===== src/rtl/gate_test_sequencer_if.sv =====
`default_nettype none
// ============================================================================
// gate_test_sequencer_if : control, status and stimulus bus of the sequencer
// Revision 1.0
// ============================================================================
interface gate_test_sequencer_if #(
  parameter int N_IN = 2
);
  logic            start;
  logic [N_IN-1:0] dut_in;
  logic            dut_out;
  logic            busy;
  logic            done;
  logic            pass;
  logic [N_IN:0]   err_cnt;
  logic            fail_valid;
  logic [N_IN-1:0] fail_vec;

  // master = sequencer side, slave = gate + run controller side
  modport master (
    input  start, dut_out,
    output dut_in, busy, done, pass, err_cnt, fail_valid, fail_vec
  );
  modport slave (
    output start, dut_out,
    input  dut_in, busy, done, pass, err_cnt, fail_valid, fail_vec
  );
endinterface
`default_nettype wire


===== src/rtl/gate_test_sequencer.sv =====
`default_nettype none
// ============================================================================
// gate_test_sequencer : walks all input vectors of a small gate, checks its
//                       output against a truth table, reports the result
// Revision 1.0
// ============================================================================
module gate_test_sequencer #(
  parameter int                     N_IN   = 2,
  parameter int                     SETTLE = 4,
  parameter logic [(1<<N_IN)-1:0]   EXP_TT = 4'b0110
) (
  input  logic                 clk,
  input  logic                 rst_n,
  gate_test_sequencer_if.master bus
);

  localparam int            CNT_W   = (SETTLE > 1) ? $clog2(SETTLE) : 1;
  localparam logic [CNT_W-1:0] CNT_LOAD = CNT_W'(SETTLE - 1);
  localparam logic [N_IN:0] ERR_MAX = {1'b1, {N_IN{1'b0}}};
  localparam logic [N_IN-1:0] VEC_LAST = {N_IN{1'b1}};

  typedef enum logic [2:0] {
    ST_IDLE   = 3'd0,
    ST_APPLY  = 3'd1,
    ST_WAIT   = 3'd2,
    ST_SAMPLE = 3'd3,
    ST_DONE   = 3'd4
  } state_t;

  state_t          state_q, state_d;
  logic [CNT_W-1:0] cnt_q, cnt_d;
  logic [N_IN-1:0] dut_in_q, dut_in_d;
  logic            busy_q, busy_d;
  logic            done_q, done_d;
  logic            pass_q, pass_d;
  logic [N_IN:0]   err_cnt_q, err_cnt_d;
  logic            fail_valid_q, fail_valid_d;
  logic [N_IN-1:0] fail_vec_q, fail_vec_d;
  logic            mismatch;

  // dut_in_q doubles as the vector index
  assign mismatch = (bus.dut_out != EXP_TT[dut_in_q]);

  always_comb begin
    state_d      = state_q;
    cnt_d        = cnt_q;
    dut_in_d     = dut_in_q;
    busy_d       = busy_q;
    done_d       = 1'b0;
    pass_d       = pass_q;
    err_cnt_d    = err_cnt_q;
    fail_valid_d = fail_valid_q;
    fail_vec_d   = fail_vec_q;

    case (state_q)
      ST_IDLE: begin
        if (bus.start) begin
          state_d      = ST_APPLY;
          dut_in_d     = '0;
          err_cnt_d    = '0;
          fail_valid_d = 1'b0;
          fail_vec_d   = '0;
          pass_d       = 1'b0;
          busy_d       = 1'b1;
        end
      end
      ST_APPLY: begin
        cnt_d   = CNT_LOAD;
        state_d = ST_WAIT;
      end
      ST_WAIT: begin
        if (cnt_q == '0) begin
          state_d = ST_SAMPLE;
        end else begin
          cnt_d = cnt_q - 1'b1;
        end
      end
      ST_SAMPLE: begin
        if (mismatch) begin
          if (err_cnt_q != ERR_MAX) begin
            err_cnt_d = err_cnt_q + 1'b1;
          end
          if (!fail_valid_q) begin
            fail_valid_d = 1'b1;
            fail_vec_d   = dut_in_q;
          end
        end
        if (dut_in_q == VEC_LAST) begin
          state_d = ST_DONE;
          done_d  = 1'b1;
          busy_d  = 1'b0;
          // include the verdict of this final sample
          pass_d  = (err_cnt_q == '0) && !mismatch;
        end else begin
          dut_in_d = dut_in_q + 1'b1;
          state_d  = ST_APPLY;
        end
      end
      ST_DONE: begin
        state_d = ST_IDLE;
      end
      default: begin
        state_d = ST_IDLE;
      end
    endcase
  end

  always_ff @(posedge clk or negedge rst_n) begin
    if (!rst_n) begin
      state_q      <= ST_IDLE;
      cnt_q        <= '0;
      dut_in_q     <= '0;
      busy_q       <= 1'b0;
      done_q       <= 1'b0;
      pass_q       <= 1'b0;
      err_cnt_q    <= '0;
      fail_valid_q <= 1'b0;
      fail_vec_q   <= '0;
    end else begin
      state_q      <= state_d;
      cnt_q        <= cnt_d;
      dut_in_q     <= dut_in_d;
      busy_q       <= busy_d;
      done_q       <= done_d;
      pass_q       <= pass_d;
      err_cnt_q    <= err_cnt_d;
      fail_valid_q <= fail_valid_d;
      fail_vec_q   <= fail_vec_d;
    end
  end

  assign bus.dut_in     = dut_in_q;
  assign bus.busy       = busy_q;
  assign bus.done       = done_q;
  assign bus.pass       = pass_q;
  assign bus.err_cnt    = err_cnt_q;
  assign bus.fail_valid = fail_valid_q;
  assign bus.fail_vec   = fail_vec_q;

endmodule
`default_nettype wire


===== src/flat_wrapper.sv =====
// flat-port wrapper written by rule: the top's interface ports become plain ports
module gate_test_sequencer_flat 
#(
  parameter int                     N_IN   = 2,
  parameter int                     SETTLE = 4,
  parameter logic [(1<<N_IN)-1:0]   EXP_TT = 4'b0110
)
  (clk, rst_n, bus_start, bus_dut_out, bus_dut_in, bus_busy, bus_done, bus_pass, bus_err_cnt, bus_fail_valid, bus_fail_vec);
  gate_test_sequencer_if #(.N_IN(N_IN)) bus_i ();
  input  logic clk;
  input  logic rst_n;
  input wire logic [$bits(bus_i.start)-1:0] bus_start;
  input wire logic [$bits(bus_i.dut_out)-1:0] bus_dut_out;
  output wire logic [$bits(bus_i.dut_in)-1:0] bus_dut_in;
  output wire logic [$bits(bus_i.busy)-1:0] bus_busy;
  output wire logic [$bits(bus_i.done)-1:0] bus_done;
  output wire logic [$bits(bus_i.pass)-1:0] bus_pass;
  output wire logic [$bits(bus_i.err_cnt)-1:0] bus_err_cnt;
  output wire logic [$bits(bus_i.fail_valid)-1:0] bus_fail_valid;
  output wire logic [$bits(bus_i.fail_vec)-1:0] bus_fail_vec;
  assign bus_i.start = bus_start;
  assign bus_i.dut_out = bus_dut_out;
  assign bus_dut_in = bus_i.dut_in;
  assign bus_busy = bus_i.busy;
  assign bus_done = bus_i.done;
  assign bus_pass = bus_i.pass;
  assign bus_err_cnt = bus_i.err_cnt;
  assign bus_fail_valid = bus_i.fail_valid;
  assign bus_fail_vec = bus_i.fail_vec;
  gate_test_sequencer #(.N_IN(N_IN), .SETTLE(SETTLE), .EXP_TT(EXP_TT)) u_core (.clk(clk), .rst_n(rst_n), .bus(bus_i));
endmodule

===== config.mk =====
export PLATFORM = sky130hd
export DESIGN_NAME = gate_test_sequencer_flat
export DESIGN_NICKNAME = d
export VERILOG_FILES = /design/src/rtl/gate_test_sequencer_if.sv /design/src/rtl/gate_test_sequencer.sv /design/src/flat_wrapper.sv
export SDC_FILE = /design/constraint.sdc
export NUM_CORES = 1
export LEC_CHECK = 0
export ABC_CLOCK_PERIOD_IN_PS = 1400
export CORE_UTILIZATION = 45
export DETAILED_ROUTE_END_ITERATION = 12
export PLACE_DENSITY = 0.79
export SYNTH_ARGS = -nofsm -noshare
export SYNTH_HDL_FRONTEND = slang
export SYNTH_SLANG_ARGS = --single-unit

===== constraint.sdc =====
create_clock -name clk -period 1.4 [get_ports clk]
set_input_delay 0.28 -clock clk [delete_from_list [all_inputs] [get_ports clk]]
set_output_delay 0.28 -clock clk [all_outputs]
set_load 0.05 [all_outputs]

== Word level (Yosys, flattened, before mapping) ==
Cells that the tools add are included.
Cells by class
  $add $sub $neg: 3
  magnitude comparators: 1
  equal/unequal tests: 14
  mux-type cells: 28
  reductions and logical operators: 14
Operators with widths (number)
  $mux 3: 6
  $pmux 2 s2: 3
  $pmux 3 s4: 1
  $mux 2: 5
  $reduce_and 3->1: 3
  $mux 1: 8
  $ne 2x1->1 const B: 4
  $ne 2x2->1 const B: 4
  $reduce_and 4->1: 2
  $eq 3x2->1 const B: 2
  $logic_not 3->1: 2
  $pmux 1 s2: 3
  $pmux 3 s2: 1
  $reduce_and 2->1: 2
  $reduce_bool 2->1: 2
  $add 3x1->3 const B: 1
  $eq 3x1->1 const B: 1
  $lt 2x3->1 const B: 1
  $ne 3x3->1 const B: 1
  $add 2x1->2 const B: 1
  $bmux 1 s2: 1
  $eq 2x2->1 const B: 1
  $logic_not 2->1: 1
  $sub 2x1->2 const B: 1
  other kinds (3): 3
Word-level totals
  bits in registers: 16
  input port bits: 4
  logic and storage cells: 69

== Depth between registers and ports, before layout ==
  word-level depth: 7
  mapped depth: 5
  depth with buffers taken out: 5

== Worst setup path before layout ==
No wires, ideal clock.
  kind: register to register
  start point: register u_core.dut_in_q[0], in the netlist u_core.bus.dut_in[0]
  end point: register u_core.err_cnt_q[2], in the netlist u_core.bus.err_cnt[2]
  arrival: 1548 ps
  required time: 1246 ps
  setup slack: -302 ps
  stages on the path, launching flop included: 5
  path buffers: 0
  clock period less this slack: 1702 ps
  cell sequence: dfrtp_1 ha_1 xor2_1 a31o_2 a31oi_1
Between the ends
  cells in the longest elaborated chain, start to end: 5
RTL lines
  from (decl): line gate_test_sequencer.sv:32  | logic [N_IN-1:0] dut_in_q, dut_in_d;
  from (signal assigned): line gate_test_sequencer.sv:122  | dut_in_q <= dut_in_d;
  $bmux 1 s2: line gate_test_sequencer.sv:42  | assign mismatch = (bus.dut_out != EXP_TT[dut_in_q]);
  $mux 1 (not written as such): line gate_test_sequencer.sv:42
  $ne 1x1->1: line gate_test_sequencer.sv:42
  $ne 2x1->1 (no line)
  $reduce_and 4->1 (no line)
  to (signal assigned): line gate_test_sequencer.sv:126  | err_cnt_q <= err_cnt_d;
  to (decl): line gate_test_sequencer.sv:36  | logic [N_IN:0] err_cnt_q, err_cnt_d;
Every way passes these cells. The select of a mux whose other input is x is not followed.
A chain may end at the register's enable or synchronous reset.

== Final worst setup path ==
  start point: register u_core.dut_in_q[1], in the netlist u_core.bus.dut_in[1]
  end point: register u_core.err_cnt_q[0], in the netlist u_core.bus.err_cnt[0]
Same word-level chain as after synthesis.

==> qor.tcl <==
set qor(run_status) {finished with violations}
set qor(failed_checks) {negative setup slack}
set qor(clock_sinks) 16
set qor(element_type_at_the_critical_path_end) {register}
set qor(ffs_w_async_s_r_synth_pct) 100
set qor(final_max_slew_viol_count) 0
set qor(fmax_mhz) 688
set qor(yosys.cell_types.count) 33
set qor(worst_hold_path_type) {in -> async}
set qor(net-switching-power_mw) 1.41
set qor(fin_setup_tns_ns) -0.136
set qor(std_cell_rows) 15
set qor(power.combinational.fraction_pct) 65.8
set qor(final_min_period_over_clock_period_pct) 104
set qor(detailed_place_hpwl_microns) 1620
set qor(timing.critical_path.slowest_cell_delay_ns) 0.45
set qor(route.vias.total) 730
set qor(clock_skew_ns) 0.0108
set qor(port_buffers) 14
set qor(dieHeight_microns) 46.0
set qor(synth.top_cells.by_area) {sky130_fd_sc_hd__dfrtp_1, sky130_fd_sc_hd__ha_1, sky130_fd_sc_hd__inv_1}
set qor(power.static_leakage_nw) 0.604
set qor(ir_drop_mv) 1.48
set qor(cts_made_buffers) 3
set qor(worst_setup_hold_path_clk_slew_ns) 0.10
set qor(grt_pass1_wl_microns) 3320
set qor(top_ports) 15
set qor(setup_slack_ns) -0.0525
set qor(seq_area_frac_synth_pct) 45.9
set qor(final.min_clock_period_ns) 1.45
set qor(internal_power_mw) 1.80
set qor(first_iter_violations) 11
set qor(power.density_mw_per_mm2) 2410
set qor(wp_data_arrival_ns) 1.67
set qor(design.final.nets) 120
set qor(final-setup-viol-count) 4
set qor(worst_skew_pair.late_latency_ns) 0.31
set qor(mappedNetlistNets) 92
set qor(timing_worst_slew_pin_value_ns) 0.298
set qor(cts_root_buffer) {sky130_fd_sc_hd__clkbuf_4}
set qor(buffer_depth_of_the_longest_clock_path) 2
set qor(register_share_of_total_power_pct) 25.9
set qor(area_delta_synth_final_pct) 52.7
set qor(syn_inst) 84
set qor(ys_top_cells_by_count) {sky130_fd_sc_hd__dfrtp_1, sky130_fd_sc_hd__inv_1, sky130_fd_sc_hd__nand2_1}
set qor(globalplace.congestion) 0.816
set qor(antenna_found_initial) 0
set qor(tritoncts) {built}
set qor(insertedDiodeCount) 0
set qor(timing.slew.headroom_pct) 80.1
set qor(mappedNetlistArea_sq_um) 872
set qor(critical_path.n_buffers_inverters) 0
set qor(grt-ovfl-total) 0
set qor(power_frac_clock_pct) 8.4
set qor(power_switching_share_pct) 43.8
set qor(timing.critical_path.fanout_max) 5
set qor(crit_chain) {ha_4, xor2_4, nand3_2, a22oi_2}
set qor(kind_of_critical_path) {reg -> reg}
set qor(synthFlopType) {sky130_fd_sc_hd__dfrtp_1}
set qor(worst_setup_path_start_kind) {register}
set qor(synth_area_per_cell_sq_um) 10.4
set qor(initial_utilization_pct) 49.4
set qor(ys_ff_latch) 16
set qor(grtUsageTotal_pct) 23.6
set qor(die_area_sq_mm) 0.00212
set qor(route.final.wire_length_microns) 2200
set qor(antenna_left) 0
set qor(synth.largest_area_cell) {sky130_fd_sc_hd__dfrtp_1}
set qor(critPathSlowestCell) {sky130_fd_sc_hd__dfrtp_2}
set qor(most_repeated_cell_in_the_gate_level_netlist_after_synthesis) {sky130_fd_sc_hd__dfrtp_1}
set qor(via_per_inst) 5.37
set qor(placed_area_sq_mm) 0.00124
set qor(first_pass_iters) 4
set qor(fill_cells) 127
set qor(hold_slack_ns) 0.282
set qor(share_of_layout_cells_above_drive_strength_1_pct) 42.3
set qor(die_width_microns) 46.0
set qor(wire_per_inst_microns) 16.2
set qor(first_global_vias) 717
set qor(h_tree_level_count) 1
set qor(synth_warnings) 0
set qor(rsz0062_at_grt) {true}
set qor(required_ns) 1.61
set qor(grt_max_degree) 17
set qor(detail_route.drc_violations) 0
set qor(final_area_sq_mm) 0.00133
set qor(core_area_sq_mm) 0.00176
set qor(drv.max_cap_violation_count) 0
set qor(timing.final.hold_violations) 0
set qor(number_of_enable_flip_flop_cells_after_synthesis) 0
set qor(cpLargestDelayFamily) {flip-flops}
set qor(synth_top_area_share_pct) 45.9
==> logic make-up (layout without fill, tap and decap cells) <==
group	Yosys count	in the layout	share of synthesized area, %
simple gates	26	26	17.1
compound gates	18	18	15.1
flops	16	16	45.9
buf+inv	12	39	6.60
mux	5	5	6.60
fa+ha+maj	4	4	5.74
xor+xnor	3	3	3.01
==> power groups by stage <==
| stage | Combinational, mW | Clock [mW] | Sequential (mW) |
|---|---|---|---|
| floorplan | 0.897 | 0 | 1.10 |
| detailed placement | 1.94 | 0 | 0.827 |
| global route | 2.24 | 0.285 | 0.849 |
| finish | 2.11 | 0.269 | 0.831 |
| global placement | 1.86 | 0 | 0.808 |
| CTS | 2.03 | 0.271 | 0.824 |
==> cell usage in the layout (no fill, tap or decap), drive strengths merged, types with 2 or more instances in the layout <==
cell type      netlist  layout
a21o                 3       3
a21oi                3       3
a22o                 3       3
a2bb2oi              2       2
a31oi                2       2
buf                  3      24
clkbuf               1       4
clkdlybuf4s50        0       2
dfrtp               16      16
ha                   4       4
inv                  8       8
mux2                 3       3
mux2i                2       2
nand2                7       7
nand3                3       3
nand3b               3       3
nor2                 5       5
nor3                 2       2
nor3b                2       2
xnor2                2       2
==> flip-flops by register name, summed over array words and instances, names as in the netlist, 2 cells and up <==
register and flops:
u_core.cnt_q 2, u_core.state_q 3, u_core.bus.fail_vec 2, u_core.bus.dut_in 2
u_core.bus.err_cnt 3
==> layout make-up <==
cell class                 instances  area [sq um]  share of cell area (%)
multi-input combinational         56           488                    36.7
sequential                        16           405                    30.5
timing repair buffer              27           350                    26.3
tap                               25          31.3                    2.35
inverter                           8          30.0                    2.26
clock buffer                       4          26.3                    1.97
==> metrics by stage <==
stage	power, mW	util [%]	cells	setup WS [ns]
5_1_grt	3.38	75.5	136	-0.0995
3_3_place_gp	2.67	70.5	130	-0.362
3_5_place_dp	2.76	70.5	130	-0.453
4_1_cts	3.12	73.8	135	-0.0121
2_1_floorplan	1.99	-	84	-0.0277
6_report	3.21	75.5	136	-0.0525
==> repair_timing <==
item,CTS,global route
gates resized for setup,6,5
setup endpoints to repair,7,7
setup buffers,1,1
pin swaps,3,2
hold buffers,0,0
==> final timing paths <==
path,depth (start not counted),start,slack [ns],to
worst max-delay path,4,u_core.bus.dut_in[1],-0.05,u_core.bus.err_cnt[0]
worst min-delay path,2,rst_n,0.28,u_core.bus.pass
worst max register to register,4,u_core.bus.dut_in[1],-0.05,u_core.bus.err_cnt[0]
worst min register to register,2,u_core.bus.busy,0.56,u_core.bus.busy
max in group asynchronous,2,rst_n,0.91,u_core.bus.err_cnt[0]
min in group clk,2,u_core.bus.busy,0.56,u_core.bus.busy
==> worst reg2reg max path: stages (launching register included) <==
cell	delay (ns)
sky130_fd_sc_hd__dfrtp_2	0.45
sky130_fd_sc_hd__ha_4	0.33
sky130_fd_sc_hd__xor2_4	0.22
sky130_fd_sc_hd__nand3_2	0.15
sky130_fd_sc_hd__a22oi_2	0.22
==> metal layers <==
metal | vias to the layer above | track usage (%) | wire length (microns)
met1 | 359 | 26.8 | 908
li1 | 348 | - | -
met2 | 18 | 41.7 | 1180
met5 | - | 0 | 0
met4 | 0 | 12.4 | 50
met3 | 5 | 3.97 | 58
Note: power is estimated with default switching activity, not from simulation.
